`src/rtl/mux_arb_2x1_pkg.sv`:
```
// Shared types and defaults for the two-requester burst arbiter.
// Holds the grant-state encoding and datapath/burst defaults.
package mux_arb_2x1_pkg;

    typedef enum logic [1:0] {
        IDLE = 2'd0,
        GNT0 = 2'd1,
        GNT1 = 2'd2
    } arb_state_e;

    localparam int WIDTH_DEF     = 3;
    localparam int MAX_BURST_DEF = 4;
    localparam int CNT_W_DEF     = 2;

endpackage

```
`src/rtl/mux_arb_2x1_mux.sv`:
```
// Plain 2:1 data mux shared by both requesters.
// sel = 1 routes in1 to the output.
module mux_2x1_3bit #(
    parameter int WIDTH = 3
) (
    input  logic [WIDTH-1:0] in0,
    input  logic [WIDTH-1:0] in1,
    input  logic             sel,
    output logic [WIDTH-1:0] out
);

    assign out = sel ? in1 : in0;

endmodule

```
`src/rtl/mux_arb_2x1.sv`:
```
// Round-robin burst arbiter over a shared 2:1 mux with a
// one-entry registered output stage (valid/ready).
module mux_arb_2x1
    import mux_arb_2x1_pkg::*;
#(
    parameter int WIDTH     = WIDTH_DEF,
    parameter int MAX_BURST = MAX_BURST_DEF,
    parameter int CNT_W     = CNT_W_DEF
) (
    input  logic             clk,
    input  logic             rst_n,
    input  logic             req0,
    input  logic [WIDTH-1:0] data0,
    input  logic             last0,
    output logic             ack0,
    input  logic             req1,
    input  logic [WIDTH-1:0] data1,
    input  logic             last1,
    output logic             ack1,
    output logic             sel,
    output logic             out_valid,
    output logic [WIDTH-1:0] out_data,
    output logic             out_src,
    input  logic             out_ready,
    output logic             busy
);

    localparam logic [CNT_W-1:0] LAST_BEAT = CNT_W'(MAX_BURST - 1);

    arb_state_e       state_q, state_d;
    logic             prio_q, prio_d;
    logic [CNT_W-1:0] cnt_q, cnt_d;
    logic             out_valid_q, out_valid_d;
    logic [WIDTH-1:0] out_data_q, out_data_d;
    logic             out_src_q, out_src_d;

    logic [WIDTH-1:0] mux_data;
    logic             cur_req;
    logic             cur_last;
    logic             oth_req;
    logic             slot_free;
    logic             xfer;
    logic             release_gnt;

    assign sel  = (state_q == GNT1);
    assign busy = (state_q != IDLE);

    mux_2x1_3bit #(
        .WIDTH (WIDTH)
    ) u_mux (
        .in0 (data0),
        .in1 (data1),
        .sel (sel),
        .out (mux_data)
    );

    assign cur_req   = sel ? req1  : req0;
    assign cur_last  = sel ? last1 : last0;
    assign oth_req   = sel ? req0  : req1;
    assign slot_free = !out_valid_q || out_ready;

    // Reset gates the handshake so no beat is acked while it is dropped.
    assign xfer = rst_n && busy && cur_req && slot_free;

    assign ack0 = xfer && (state_q == GNT0);
    assign ack1 = xfer && (state_q == GNT1);

    assign release_gnt = !cur_req ||
        (xfer && (cur_last || (cnt_q == LAST_BEAT)));

    always_comb begin
        state_d     = state_q;
        prio_d      = prio_q;
        cnt_d       = cnt_q;
        out_valid_d = out_valid_q;
        out_data_d  = out_data_q;
        out_src_d   = out_src_q;

        if (xfer) begin
            out_valid_d = 1'b1;
            out_data_d  = mux_data;
            out_src_d   = sel;
        end else if (out_ready) begin
            out_valid_d = 1'b0;
        end

        case (state_q)
            IDLE: begin
                if (req0 && req1) begin
                    state_d = prio_q ? GNT1 : GNT0;
                end else if (req0) begin
                    state_d = GNT0;
                end else if (req1) begin
                    state_d = GNT1;
                end
            end
            GNT0, GNT1: begin
                if (release_gnt) begin
                    prio_d  = ~sel;
                    cnt_d   = '0;
                    state_d = oth_req ? (sel ? GNT0 : GNT1) : IDLE;
                end else if (xfer) begin
                    cnt_d = cnt_q + CNT_W'(1);
                end
            end
            default: begin
                state_d = IDLE;
            end
        endcase
    end

    always_ff @(posedge clk) begin
        if (!rst_n) begin
            state_q     <= IDLE;
            prio_q      <= 1'b0;
            cnt_q       <= '0;
            out_valid_q <= 1'b0;
            out_data_q  <= '0;
            out_src_q   <= 1'b0;
        end else begin
            state_q     <= state_d;
            prio_q      <= prio_d;
            cnt_q       <= cnt_d;
            out_valid_q <= out_valid_d;
            out_data_q  <= out_data_d;
            out_src_q   <= out_src_d;
        end
    end

    assign out_valid = out_valid_q;
    assign out_data  = out_data_q;
    assign out_src   = out_src_q;

endmodule

```
`config.mk`:
```
export PLATFORM = sky130hd
export DESIGN_NAME = mux_arb_2x1
export DESIGN_NICKNAME = d
export VERILOG_FILES = /design/src/rtl/mux_arb_2x1_pkg.sv /design/src/rtl/mux_arb_2x1_mux.sv /design/src/rtl/mux_arb_2x1.sv
export SDC_FILE = /design/constraint.sdc
export NUM_CORES = 1
export LEC_CHECK = 0
export ABC_CLOCK_PERIOD_IN_PS = 1700
export BUFFER_PORTS_ARGS = -buffer_cell sky130_fd_sc_hd__buf_2
export CORE_UTILIZATION = 42
export DETAILED_ROUTE_END_ITERATION = 7
export PLACE_DENSITY = 0.76
export SLEW_MARGIN = 20
export SYNTH_ARGS = -nofsm -noshare
export SYNTH_HDL_FRONTEND = slang
export SYNTH_SLANG_ARGS = --single-unit
export TNS_END_PERCENT = 5
```
`constraint.sdc`:
```
create_clock -name clk -period 1.7 [get_ports clk]
set_clock_uncertainty 0.15 [all_clocks]
set_input_delay 0.255 -clock clk [delete_from_list [all_inputs] [get_ports clk]]
set_output_delay 0.255 -clock clk [all_outputs]
set_load 0.02 [all_outputs]
```
== Word level (Yosys, flattened, before mapping) ==
Index checks and enable logic that the tools add are counted.

* Output and inout bits: 9
* Input port bits: 13
* Register bits: 10

* Muxes and demuxes: 16
* Equal/unequal tests: 5
* Reductions and logical operators: 20
* Bitwise logic cells: 1
* Add/sub/neg operators: 1

{| class="wikitable"
|+ Operators with widths
! kind !! count
|-
| $mux 2 || 9
|-
| $logic_and 1x1->1 || 7
|-
| $reduce_and 2->1 || 3
|-
| $reduce_bool 2->1 || 3
|-
| $mux 1 || 5
|-
| $eq 2x2->1 const B || 2
|-
| $ne 4x4->1 const B || 1
|-
| $pmux 2 s2 || 1
|-
| $logic_or 1x1->1 || 3
|-
| $mux 3 || 1
|-
| $add 2x1->2 const B || 1
|-
| $eq 2x1->1 const B || 1
|-
| $logic_not 1->1 || 2
|-
| $logic_not 2->1 || 1
|-
| $ne 2x2->1 const B || 1
|-
| $reduce_or 2->1 || 1
|-
| $not 1->1 || 1
|}

== Depth between registers and ports, before layout ==
Gate-level depths: netlist (run 1).

* Depth in word-level cells: 8
* Gate-level depth with buffers: 7
* Gate-level depth less buffers: 6

== Modules after synthesis ==
A second synthesis (run 1) with hierarchy kept.

* Cells, all modules: 69
* Area total of the unflattened synthesis: 649.4 sq um

{| class="wikitable"
|+ Modules (own cells, without submodules)
! module !! sequential area each (sq um) !! cells each !! instances !! area an instance (sq um)
|-
| mux_arb_2x1 || 200.2 || 66 || 1 || 615.6
|-
| mux_2x1_3bit || 0.0 || 3 || 1 || 33.8
|}

== Least setup slack after synthesis (run 1) ==
OpenSTA, ideal clock, no wires.

* Kind: reg2reg
* Start point: register state_q[0]
* End point: register state_q[0]
* Path buffers: 1
* Data required time: 1.478 ns
* Period minus slack after synthesis: 1.865 ns
* Arrival time: 1.644 ns
* Slack: -0.165 ns
* Cell stages (with the launch flop): 8
* Path through: dfxtp_1 -> inv_1 -> ha_1 -> buf_2 -> mux2i_1 -> nand2b_1 -> a21oi_1 -> mux2i_1

* Word-level cells in the longest chain between the ends: 8
* Elaborated cells on any way between the ends: 22

{| class="wikitable"
|+ RTL lines
! item !! RTL line !! source
|-
| from (decl) || mux_arb_2x1.sv:30 || <nowiki>arb_state_e state_q, state_d;</nowiki>
|-
| from (signal assigned) || mux_arb_2x1.sv:121 || <nowiki>state_q <= state_d;</nowiki>
|-
| $eq 2x2->1 * || mux_arb_2x1.sv:45 || <nowiki>assign sel = (state_q == GNT1);</nowiki>
|-
| net sel || mux_arb_2x1.sv:20 || <nowiki>output logic sel,</nowiki>
|-
| $mux 1 || mux_arb_2x1.sv:57 || <nowiki>assign cur_req = sel ? req1 : req0;</nowiki>
|-
| $logic_and 1x1->1 (2 in a row) || mux_arb_2x1.sv:63 || <nowiki>assign xfer = rst_n && busy && cur_req && slot_free;</nowiki>
|-
| $logic_and 1x1->1 || mux_arb_2x1.sv:69 || <nowiki>(xfer && (cur_last || (cnt_q == LAST_BEAT)));</nowiki>
|-
| $logic_or 1x1->1 || mux_arb_2x1.sv:68 || <nowiki>assign release_gnt = !cur_req ||</nowiki>
|-
| $ne 2x2->1 (no source line) || -- ||
|-
| $reduce_and 2->1 (no source line) || -- ||
|}

The timed path passes the listed nets; every way through them passes the cells marked *. The select of a mux whose other input is x is not followed.
A chain may end at the register's enable or synchronous reset.

== Worst setup path in the final report (run 1) ==
* Start point: register state_q[1]
* End point: output port ack0

* Word-level cells in the longest chain between the ends: 5
* Elaborated cells on any way between the ends: 8

{| class="wikitable"
|+ RTL lines
! item !! RTL line !! source
|-
| $eq 2x2->1 / $reduce_bool 2->1 (equally long branches) || mux_arb_2x1.sv:45, mux_arb_2x1.sv:46 ||
|-
| $mux 1 / $logic_and 1x1->1 (equally long branches) || mux_arb_2x1.sv:57, mux_arb_2x1.sv:63 ||
|-
| $logic_and 1x1->1 (2 in a row) || mux_arb_2x1.sv:63 ||
|-
| $logic_and 1x1->1 * || mux_arb_2x1.sv:65 || <nowiki>assign ack0 = xfer && (state_q == GNT0);</nowiki>
|-
| to (decl) || mux_arb_2x1.sv:15 || <nowiki>output logic ack0,</nowiki>
|}

Every way passes the cells marked *; elsewhere a longest branch is shown, timed or not.

==> results.json, run 1 <==
{
  "cp.required_ns": 1.29,
  "r2r_slack_ns": 0.03,
  "clock_latency_ns": 0.27,
  "synth_edf_count": 0,
  "synth_most_common_cell": "dfxtp_1",
  "cts-htree-levels": 1,
  "finalSetupViolCount": 2,
  "overflow": 0,
  "cellPowerDensity_nw_per_um2": 1490,
  "io_buffer_count": 21,
  "yosysSeqAreaShare": 0.315,
  "wl_um": 1530,
  "worstPathCellList": "inv_4 > ha_4 > nand2b_4 > nor3_4 > and2_4 > buf_6",
  "ir_worst_vdd_mv": 0.846,
  "antenna-diode-count": 0,
  "cp-end-kind": "primary output",
  "tns_ns": -0.416,
  "drt_pass1_iterations": 4,
  "slew-limit-headroom": 0.879,
  "drive_gt1_frac": 0.495,
  "post-route-period-util": 1.12,
  "start_util": 0.471,
  "status": "finished with violations",
  "synth_area_um2": 636,
  "antenna_found_initial": 0,
  "r2r-start": "state_q[0]",
  "cts_tree": "yes",
  "die_w_um": 40.9,
  "switchingPower_mw": 0.552,
  "grt_max_degree": 9,
  "gp_congestion": 0.841,
  "clk_pin_slew_ns": 0.07,
  "max_clock_freq_mhz": 524,
  "syn2layout_area_growth_pct": 46.9,
  "maxCapViolCount": 0,
  "period_minus_slack_ns": 1.91,
  "fin_nets": 121,
  "synth_top_cells_by_area": "dfxtp_1 31%, mux2i_1 13%, ha_1 12%, nand2_1 4.7%, nor2_1 4.1%",
  "drt_iter0_drc": 12,
  "detail_route.vias_per_cell": 5.32,
  "synth_seq_cells": 10,
  "synthTopCellsByCount": "10 x dfxtp_1, 8 x mux2i_1, 8 x nand2_1",
  "tightest_slew_ns": 0.176,
  "netlist_instances": 71,
  "holdPathEnd": "out_data[0]",
  "hold_depth": 3,
  "grt_usage": 0.213,
  "ys_async_sr_fraction": 0,
  "cts_buffer_depth": 2,
  "core_area_um2": 1350,
  "synth.net_count": 90,
  "ys_types": 24,
  "p_sw_frac": 0.398,
  "crit_type": "reg -> out",
  "hold_class": "in -> reg",
  "ys.flop_type": "dfxtp_1",
  "critical_path.startpoint_type": "flip-flop",
  "final.setup.worst_slack_ns": -0.209,
  "dieArea_um2": 1670,
  "io_pins": 22,
  "reg2reg_depth": 7,
  "yosysTopAreaCellShare": 0.315,
  "p_comb_frac": 0.579,
  "synth.largest_area_cell": "dfxtp_1",
  "avgRoutedWirePerCell_um": 13.2,
  "drc": 0,
  "vias": 617,
  "dpl.hpwl_um": 1130,
  "yosys_warnings": 0,
  "rsz0062_at_grt": "yes",
  "crit_arrival_ns": 1.50,
  "leakagePower_nw": 0.418,
  "internal_power_mw": 0.835,
  "max_stage_delay_ns": 0.40,
  "core.rowCount": 13,
  "hold_start": "data0[0]",
  "reg2reg_to": "cnt_q[0]",
  "crit_path_max_fanout": 5,
  "cts_sinks": 10,
  "avgSynthCellArea_um2": 8.95,
  "grt_pass1_vias": 548,
  "critPathSlowestCell": "dfxtp_4",
  "pwr-share-seq": 0.259,
  "violations": "setup timing",
  "grt_pass1_wl_um": 2210,
  "chipHeight_um": 40.9,
  "cts-root-buf": "clkbuf_4",
  "cts_buffers": 3,
  "finalHoldViolations": 0,
  "whs_ns": 0.174,
  "postRouteAntennaNets": 0,
  "maxSlewViolCount": 0,
  "clock_power_share": 0.162
}
## worst max-delay path by stage
stage          startpoint         end  slack [ns]
5_1_grt        state_q[1]        ack1       -0.28
2_1_floorplan  state_q[0]  state_q[0]        0.01
4_1_cts        state_q[0]        ack1       -0.21
6_report       state_q[1]        ack0       -0.21
3_3_place_gp   state_q[0]        ack1        0.04
3_5_place_dp   state_q[0]        ack1       0.002
## kinds of logic after synthesis
family,share of synthesized area
AO/OA/AOI/OAI,0.150
adder cells (fa/ha/maj),0.118
buffers and inverters,0.0394
flip-flops,0.315
multiplexers,0.144
AND/OR/NAND/NOR,0.234
## worst max-delay path, delay by kind of cell (launching register included)
kind / cells / cell delay, ns
DFF: 1 / 0.40
buffers and inverters: 2 / 0.15
and+or+nand+nor: 3 / 0.53
adders and majority gates: 1 / 0.15
## repair_timing
action | CTS | global route
setup buffers | 1 | 1
hold buffers | 0 | 0
gates resized for setup | 12 | 7
endpoints found under the setup margin | 3 | 10
pin swaps | 4 | 6
## registers in the layout (all words and copies together) (netlist names)
name and flops:
state_q 2, cnt_q 2, out_src 1, out_data 3, prio_q 1, out_valid 1
## final cells by class
cell class	instances	area [um^2]
Clock buffer	4	36.3
Sequential cell	10	205
Multi-Input combinational cell	55	473
Tap cell	15	18.8
Fill cell	118	417
Timing Repair Buffer	28	180
Inverter	4	20.0
## metal layers
layer | global-route usage | up-vias | wire [um]
li1 | - | 310 | -
met1 | 0.220 | 284 | 629
met2 | 0.395 | 19 | 806
met3 | 0.0326 | 4 | 71
met4 | 0.125 | 0 | 19
met5 | 0 | - | 0
## cells in the final DEF (no fill, tap or decap), drive strengths merged, types with 2 or more instances in the layout
| cell | n |
|---|---|
| nand2 | 8 |
| a21oi | 3 |
| nand3b | 2 |
| nand2b | 2 |
| and2 | 3 |
| mux2i | 8 |
| dfxtp | 10 |
| buf | 28 |
| clkbuf | 4 |
| nor2 | 7 |
| o22ai | 3 |
| a211oi | 3 |
| inv | 4 |
| ha | 6 |
## power by group through the flow
stage                     combinational [mW]  clock (mW)  sequential [mW]
final                                  0.803       0.225            0.359
after global routing                   0.883       0.243            0.368
after CTS                              0.732       0.234            0.351
after detailed placement               0.659           0            0.351
after global placement                 0.645           0            0.346
after floorplan                        0.445           0            0.377
## through the flow
stage	std cells	power, mW	area [um^2]	setup slack, ns	util
3_5_place_dp	110	1.01	808	0.00223	0.599
6_report	116	1.39	933	-0.209	0.691
5_1_grt	116	1.49	933	-0.283	0.691
4_1_cts	115	1.32	903	-0.213	0.669
3_3_place_gp	110	0.990	808	0.0351	0.599
2_1_floorplan	71	0.823	659	0.0108	-
(Power assumes the default switching activity.)
==> run 2: changes to the inputs <==
- ABC_AREA: default -> 1
- BUFFER_PORTS_ARGS: -buffer_cell sky130_fd_sc_hd__buf_2 -> -buffer_cell sky130_fd_sc_hd__clkbuf_2
- CORE_UTILIZATION: 42 -> 43
- PLACE_DENSITY: 0.76 -> 0.77
==> run 2 against run 1 <==
Effect of this change:
- largest power group unchanged
- via count rose by 9.7%
- critical endpoint unchanged
- the run still ends with setup timing left
- die area rose by 1.3%
- critical path depth rose by 1
- worst hold slack improved by 0.017 ns
- sequential share of layout area fell by 0.088 points
- non-clock buffer count rose by 4
- global-route usage fell by 1.8 points
- sequential cell count did not move
- combinational power fell by 2%
==> results.json, run 2 <==
{
  "cts-htree-levels": 1,
  "synth_area_um2": 659,
  "dieArea_um2": 1690,
  "grt_pass1_wl_um": 2150,
  "fillers": 122,
  "yosysSeqAreaShare": 0.304,
  "io_pins": 22,
  "synth_seq_cells": 10,
  "max_stage_delay_ns": 0.38,
  "synth.net_count": 116,
  "syn2layout_area_growth_pct": 42.1,
  "die_w_um": 41.2,
  "clk_pin_slew_ns": 0.07,
  "fin_nets": 152,
  "critical_path.startpoint_type": "flip-flop",
  "hold_class": "in -> reg",
  "crit_path_max_fanout": 9,
  "grt_pass1_vias": 563,
  "cellPowerDensity_nw_per_um2": 1390,
  "crit_arrival_ns": 1.46,
  "tightest_slew_ns": 0.226,
  "grt_usage": 0.194,
  "status": "finished with violations",
  "antenna_found_initial": 0,
  "largest_register_ffs": 3,
  "synth_most_common_cell": "nand2_1",
  "crit_type": "reg -> out",
  "gp_congestion": 0.824,
  "leakagePower_nw": 0.481,
  "avgSynthCellArea_um2": 6.80,
  "finalHoldViolations": 0,
  "clock_latency_ns": 0.26,
  "cts-root-buf": "clkbuf_4",
  "postRouteAntennaNets": 0,
  "start_util": 0.483,
  "tns_ns": -0.339,
  "final.setup.worst_slack_ns": -0.170,
  "vias": 677,
  "layout_common_cells": "23 x nand2_1, 18 x clkbuf_2, 13 x inv_1",
  "layout.cells.non_filler": 146,
  "maxCapViolCount": 0,
  "synthTopCellsByCount": "25 x nand2_1, 16 x inv_1, 10 x dfxtp_1",
  "ys_async_sr_fraction": 0,
  "chipHeight_um": 41.2,
  "netlist_instances": 97,
  "period_minus_slack_ns": 1.87,
  "ys.flop_type": "dfxtp_1",
  "rsz0062_at_grt": "yes",
  "drt_pass1_iterations": 4,
  "dpl.hpwl_um": 1140,
  "worstPathCellList": "inv_1 > ha_2 > inv_2 > nand4_4 > buf_4 > nor2_1 > buf_4",
  "synth.largest_area_cell": "dfxtp_1",
  "detail_route.vias_per_cell": 4.64,
  "cts_buffer_depth": 2,
  "placed_cell_area_um2": 846,
  "grt_max_degree": 10,
  "wl_um": 1430,
  "core_area_um2": 1370,
  "cts_buffers": 3,
  "yosysTopAreaCellShare": 0.304,
  "cp-end-kind": "primary output",
  "drt_iter0_drc": 9,
  "ir_worst_vdd_mv": 0.771,
  "final_common_cell": "nand2_1",
  "slew-limit-headroom": 0.849,
  "core.rowCount": 13,
  "cts_sinks": 10,
  "antenna-diode-count": 0,
  "drive_gt1_frac": 0.420,
  "synth_top_cells_by_area": "dfxtp_1 30%, nand2_1 14%, ha_1 11%, inv_1 9.1%, a21oi_1 6.8%",
  "violations": "setup timing",
  "dpl.cell_count": 141,
  "yosys_warnings": 0,
  "critPathMostFrequentCell": "buf_4",
  "cts_tree": "yes",
  "ys_types": 19,
  "max_clock_freq_mhz": 535,
  "synth_edf_count": 0,
  "post-route-period-util": 1.10,
  "cp.required_ns": 1.29,
  "overflow": 0,
  "maxSlewViolCount": 0,
  "critPathSlowestCell": "dfxtp_4",
  "finalSetupViolCount": 2,
  "drc": 0,
  "r2r_slack_ns": 0.08,
  "avgRoutedWirePerCell_um": 9.81,
  "fin_area_um2": 937,
  "io_buffer_count": 21
}
run 2: cell count changes in the layout (fill, tap and decap cells not counted), sizes merged, moves of 2 or more:
cell    previous run  this run
a211oi             3         0
a21oi              3         9
and2               3         0
buf               28        14
clkbuf             4        21
inv                4        18
mux2i              8         0
nand2              8        29
nand2b             2         0
nand3              0         4
nor2               7         9
o21ai              1         6
o22ai              3         0
run 2: per-layer routing:
metal / global-route usage / wire length, um / vias up
li1: - / - / 368
met1: 0.204 / 662 / 294
met2: 0.363 / 709 / 15
met3: 0.0707 / 60 / 0
met4: 0.0403 / 0 / 0
met5: 0 / 0 / -
run 2: through the flow:
stage | setup slack, ns | power [mW] | utilization | hold slack (ns)
2_1_floorplan | 0.00396 | 0.806 | - | 0.299
3_3_place_gp | 0.0183 | 1.03 | 0.619 | 0.284
3_5_place_dp | -0.0129 | 1.05 | 0.619 | 0.285
4_1_cts | -0.178 | 1.28 | 0.668 | 0.183
5_1_grt | -0.247 | 1.44 | 0.686 | 0.190
6_report | -0.170 | 1.30 | 0.686 | 0.192
run 2: cells by family after synthesis:
| family | synth area share |
|---|---|
| buf+inv | 0.125 |
| flops | 0.304 |
| simple gates | 0.338 |
| fa+ha+maj | 0.114 |
| compound gates | 0.120 |
run 2: power breakdown:
group | total [mW] | leakage [nW] | switching, mW | internal, mW
combinational | 0.789 | 0.385 | 0.434 | 0.355
sequential | 0.354 | 0.0826 | 0.0473 | 0.306
clock | 0.161 | 0.0138 | 0.0798 | 0.0817
run 2: cell type report:
class	instances	area, um^2	area share
Inverter	19	71.3	0.0761
Tap cell	15	18.8	0.0200
Timing Repair Buffer	32	206	0.220
Multi-Input combinational cell	67	413	0.441
Sequential cell	10	205	0.219
Clock buffer	3	22.5	0.0240
run 2: repair_timing:
item,CTS,global route
pin swaps,4,1
resized for setup,8,8
hold buffers,0,0
setup buffers,2,0
cloned,0,0
endpoints found under the setup margin,3,8
run 2: worst paths after layout:
| check | from | end | cells after the start |
|---|---|---|---|
| hold reg to reg | out_data[0] | out_data[0] | 2 |
| setup / recovery | state_q[1] | ack0 | 7 |
| setup reg to reg | state_q[1] | state_q[1] | 11 |
| hold / removal | rst_n | state_q[0] | 3 |
run 2: critical path: cells and delay by family, from the launching register on:
kind / cells / cell delay [ns]
flip-flops: 1 / 0.38
adder cells (fa/ha/maj): 1 / 0.18
buffers and inverters: 4 / 0.45
AND/OR/NAND/NOR: 2 / 0.18
==> run 3: changes to the inputs <==
- REMOVE_ABC_BUFFERS: default -> 1
- SYNTH_HIERARCHICAL: default -> 1
==> run 3 against run 2 <==
Effect of this change:
- the flow still finishes with violations (setup timing)
- via count up 2.2%
- worst hold slack worse by 0.046 ns
- synthesized area down 1.5%
- final cell count up 2.1%
- sequential cell count unchanged
- critical path type unchanged
- critical endpoint is now ack1
==> results.json, run 3 <==
{
  "status": "finished with violations",
  "violations": "setup timing",
  "clock_power_share": 0.169,
  "antenna_found_initial": 0,
  "reg2reg_to": "out_data[2]",
  "layout_common_cells": "23 x nand2_1, 19 x clkbuf_2, 15 x inv_1",
  "largest_register_ffs": 3,
  "detail_route.vias_per_cell": 4.64,
  "synth_area_um2": 649,
  "core.rowCount": 13,
  "postRouteAntennaNets": 0,
  "internal_power_mw": 0.760,
  "slew-limit-headroom": 0.835,
  "antenna-diode-count": 0,
  "yosysSeqAreaShare": 0.308,
  "synth_most_common_cell": "nand2_1",
  "die_w_um": 40.9,
  "max_clock_freq_mhz": 515,
  "fillers": 119,
  "drc": 0,
  "cts_buffer_depth": 2,
  "grt_pass1_vias": 508,
  "drt_pass1_iterations": 4,
  "dpl_worst_slack_ns": -0.0384,
  "postCtsHoldBufs": 0,
  "synth_top_cells_by_area": "dfxtp_1 31%, nand2_1 14%, ha_1 12%, inv_1 9.8%, a21oi_1 6.9%",
  "r2r_slack_ns": -0.06,
  "hold_depth": 3,
  "period_minus_slack_ns": 1.94,
  "dieArea_um2": 1670,
  "drive_gt1_frac": 0.388,
  "worstPathCellList": "inv_4 > ha_4 > inv_2 > nand2_2 > nand2_2 > nand4_1 > nor2_1 > buf_4",
  "synth_seq_cells": 10,
  "ir_worst_vdd_mv": 0.750,
  "wl_um": 1550,
  "critPathMostFrequentCell": "nand2_2",
  "grt_max_degree": 11,
  "critPathTopFamily": "simple AND/OR/NAND/NOR gates",
  "hold_class": "in -> reg",
  "avgRoutedWirePerCell_um": 10.4,
  "io_buffer_count": 21,
  "start_util": 0.481,
  "maxSlewViolCount": 0,
  "yosys_warnings": 6,
  "clock_latency_ns": 0.28,
  "drt_iter0_drc": 5,
  "clk_pin_slew_ns": 0.07,
  "cp.required_ns": 1.29,
  "whs_ns": 0.146,
  "critical_path.startpoint_type": "flip-flop",
  "avgSynthCellArea_um2": 6.56,
  "hold_start": "rst_n",
  "crit_buf_inv": 3,
  "p_comb_frac": 0.559,
  "crit_path_max_fanout": 5,
  "cts_tree": "yes",
  "cts-htree-levels": 1,
  "syn2layout_area_growth_pct": 40.3,
  "grt_pass1_wl_um": 2100,
  "crit_type": "reg -> out",
  "crit_arrival_ns": 1.54,
  "finalHoldViolations": 0,
  "switchingPower_mw": 0.569,
  "chipHeight_um": 40.9,
  "final_common_cell": "nand2_1",
  "yosysTopAreaCellShare": 0.308,
  "cts_buffers": 3,
  "finalSetupViolCount": 6,
  "core_area_um2": 1350,
  "ys.flop_type": "dfxtp_1",
  "dpl.hpwl_um": 1110,
  "maxCapViolCount": 0,
  "ys_types": 18,
  "reg2reg_depth": 10,
  "max_stage_delay_ns": 0.36,
  "io_pins": 22,
  "cp-end-kind": "primary output",
  "gp_congestion": 0.843,
  "vias": 692,
  "tightest_slew_ns": 0.246,
  "grt_usage": 0.199,
  "cellPowerDensity_nw_per_um2": 1460,
  "pwr-share-seq": 0.272,
  "ys_async_sr_fraction": 0,
  "cts-root-buf": "clkbuf_4",
  "fin_nets": 154,
  "p_sw_frac": 0.428,
  "post-route-period-util": 1.14,
  "synthTopCellsByCount": "24 x nand2_1, 17 x inv_1, 10 x dfxtp_1, 10 x nor2_1, 9 x a21oi_1",
  "final.setup.worst_slack_ns": -0.240,
  "cts_sinks": 10,
  "synth_edf_count": 0,
  "r2r-start": "state_q[0]",
  "synth.largest_area_cell": "dfxtp_1",
  "rsz0062_at_grt": "yes",
  "netlist_instances": 99,
  "overflow": 0,
  "leakagePower_nw": 0.483,
  "critPathSlowestCell": "dfxtp_2",
  "holdPathEnd": "state_q[1]"
}
## run 3: cell types whose count changed after synthesis, sizes merged
cell   delta
nand2     -1
buf       +1
o21ai     +1
or2       -1
nor2      +1
inv       +1
## run 3: power by group through the flow
| stage | Clock (mW) | Sequential (mW) | Combinational [mW] |
|---|---|---|---|
| after floorplan | 0 | 0.374 | 0.421 |
| final | 0.225 | 0.362 | 0.742 |
| after detailed placement | 0 | 0.350 | 0.666 |
| after global routing | 0.242 | 0.371 | 0.833 |
| after global placement | 0 | 0.345 | 0.652 |
| after CTS | 0.229 | 0.362 | 0.715 |
## run 3: worst max-delay path by stage
stage	start	endpoint	slack, ns	depth (start not counted)
detailed placement	state_q[0]	ack1	-0.04	8
global placement	state_q[0]	ack1	0.06	8
floorplan	state_q[0]	ack0	-0.16	7
CTS	state_q[0]	ack1	-0.24	8
global route	state_q[0]	ack1	-0.33	8
finish	state_q[0]	ack1	-0.24	8
## run 3: cell families after synthesis
family / Yosys count / synth area share
AO/OA/AOI/OAI: 16 / 0.129
buffers and inverters: 22 / 0.145
AND/OR/NAND/NOR: 45 / 0.303
adder cells (fa/ha/maj): 6 / 0.116
flip-flops: 10 / 0.308
## run 3: timing repair
action	in CTS	in global routing
endpoints found under the setup margin	5	10
resized for setup	11	3
setup buffers	3	3
pin swaps	4	5
## run 3: worst min-delay path: cells and delay by family
family,cells,cell delay [ns]
buf+inv,1,0.17
simple gates,2,0.13
## run 3: per-stage QoR
step | TNS (ns) | cell area (um^2) | utilization | cells | power (mW)
after floorplan | -0.312 | 631 | - | 97 | 0.795
final | -0.665 | 911 | 0.675 | 149 | 1.33
after global routing | -1.54 | 911 | 0.675 | 149 | 1.45
after CTS | -0.490 | 886 | 0.656 | 146 | 1.31
after global placement | 0 | 800 | 0.592 | 139 | 0.997
after detailed placement | -0.0603 | 800 | 0.592 | 139 | 1.02
## run 3: cell type report
| cell class | instances | area [um^2] | area share |
|---|---|---|---|
| inverter | 20 | 77.6 | 0.0852 |
| tap | 15 | 18.8 | 0.0206 |
| multi-input combinational | 67 | 373 | 0.409 |
| timing repair buffer | 33 | 200 | 0.220 |
| sequential | 10 | 205 | 0.225 |
| clock buffer | 4 | 36.3 | 0.0398 |
## run 3: layer usage
| layer | up-vias | share of wire | global-route usage |
|---|---|---|---|
| li1 | 376 | - | - |
| met1 | 301 | 0.42 | 0.217 |
| met5 | - | 0 | 0 |
| met2 | 10 | 0.52 | 0.340 |
| met4 | 0 | 0.028 | 0.100 |
| met3 | 5 | 0.032 | 0.0652 |
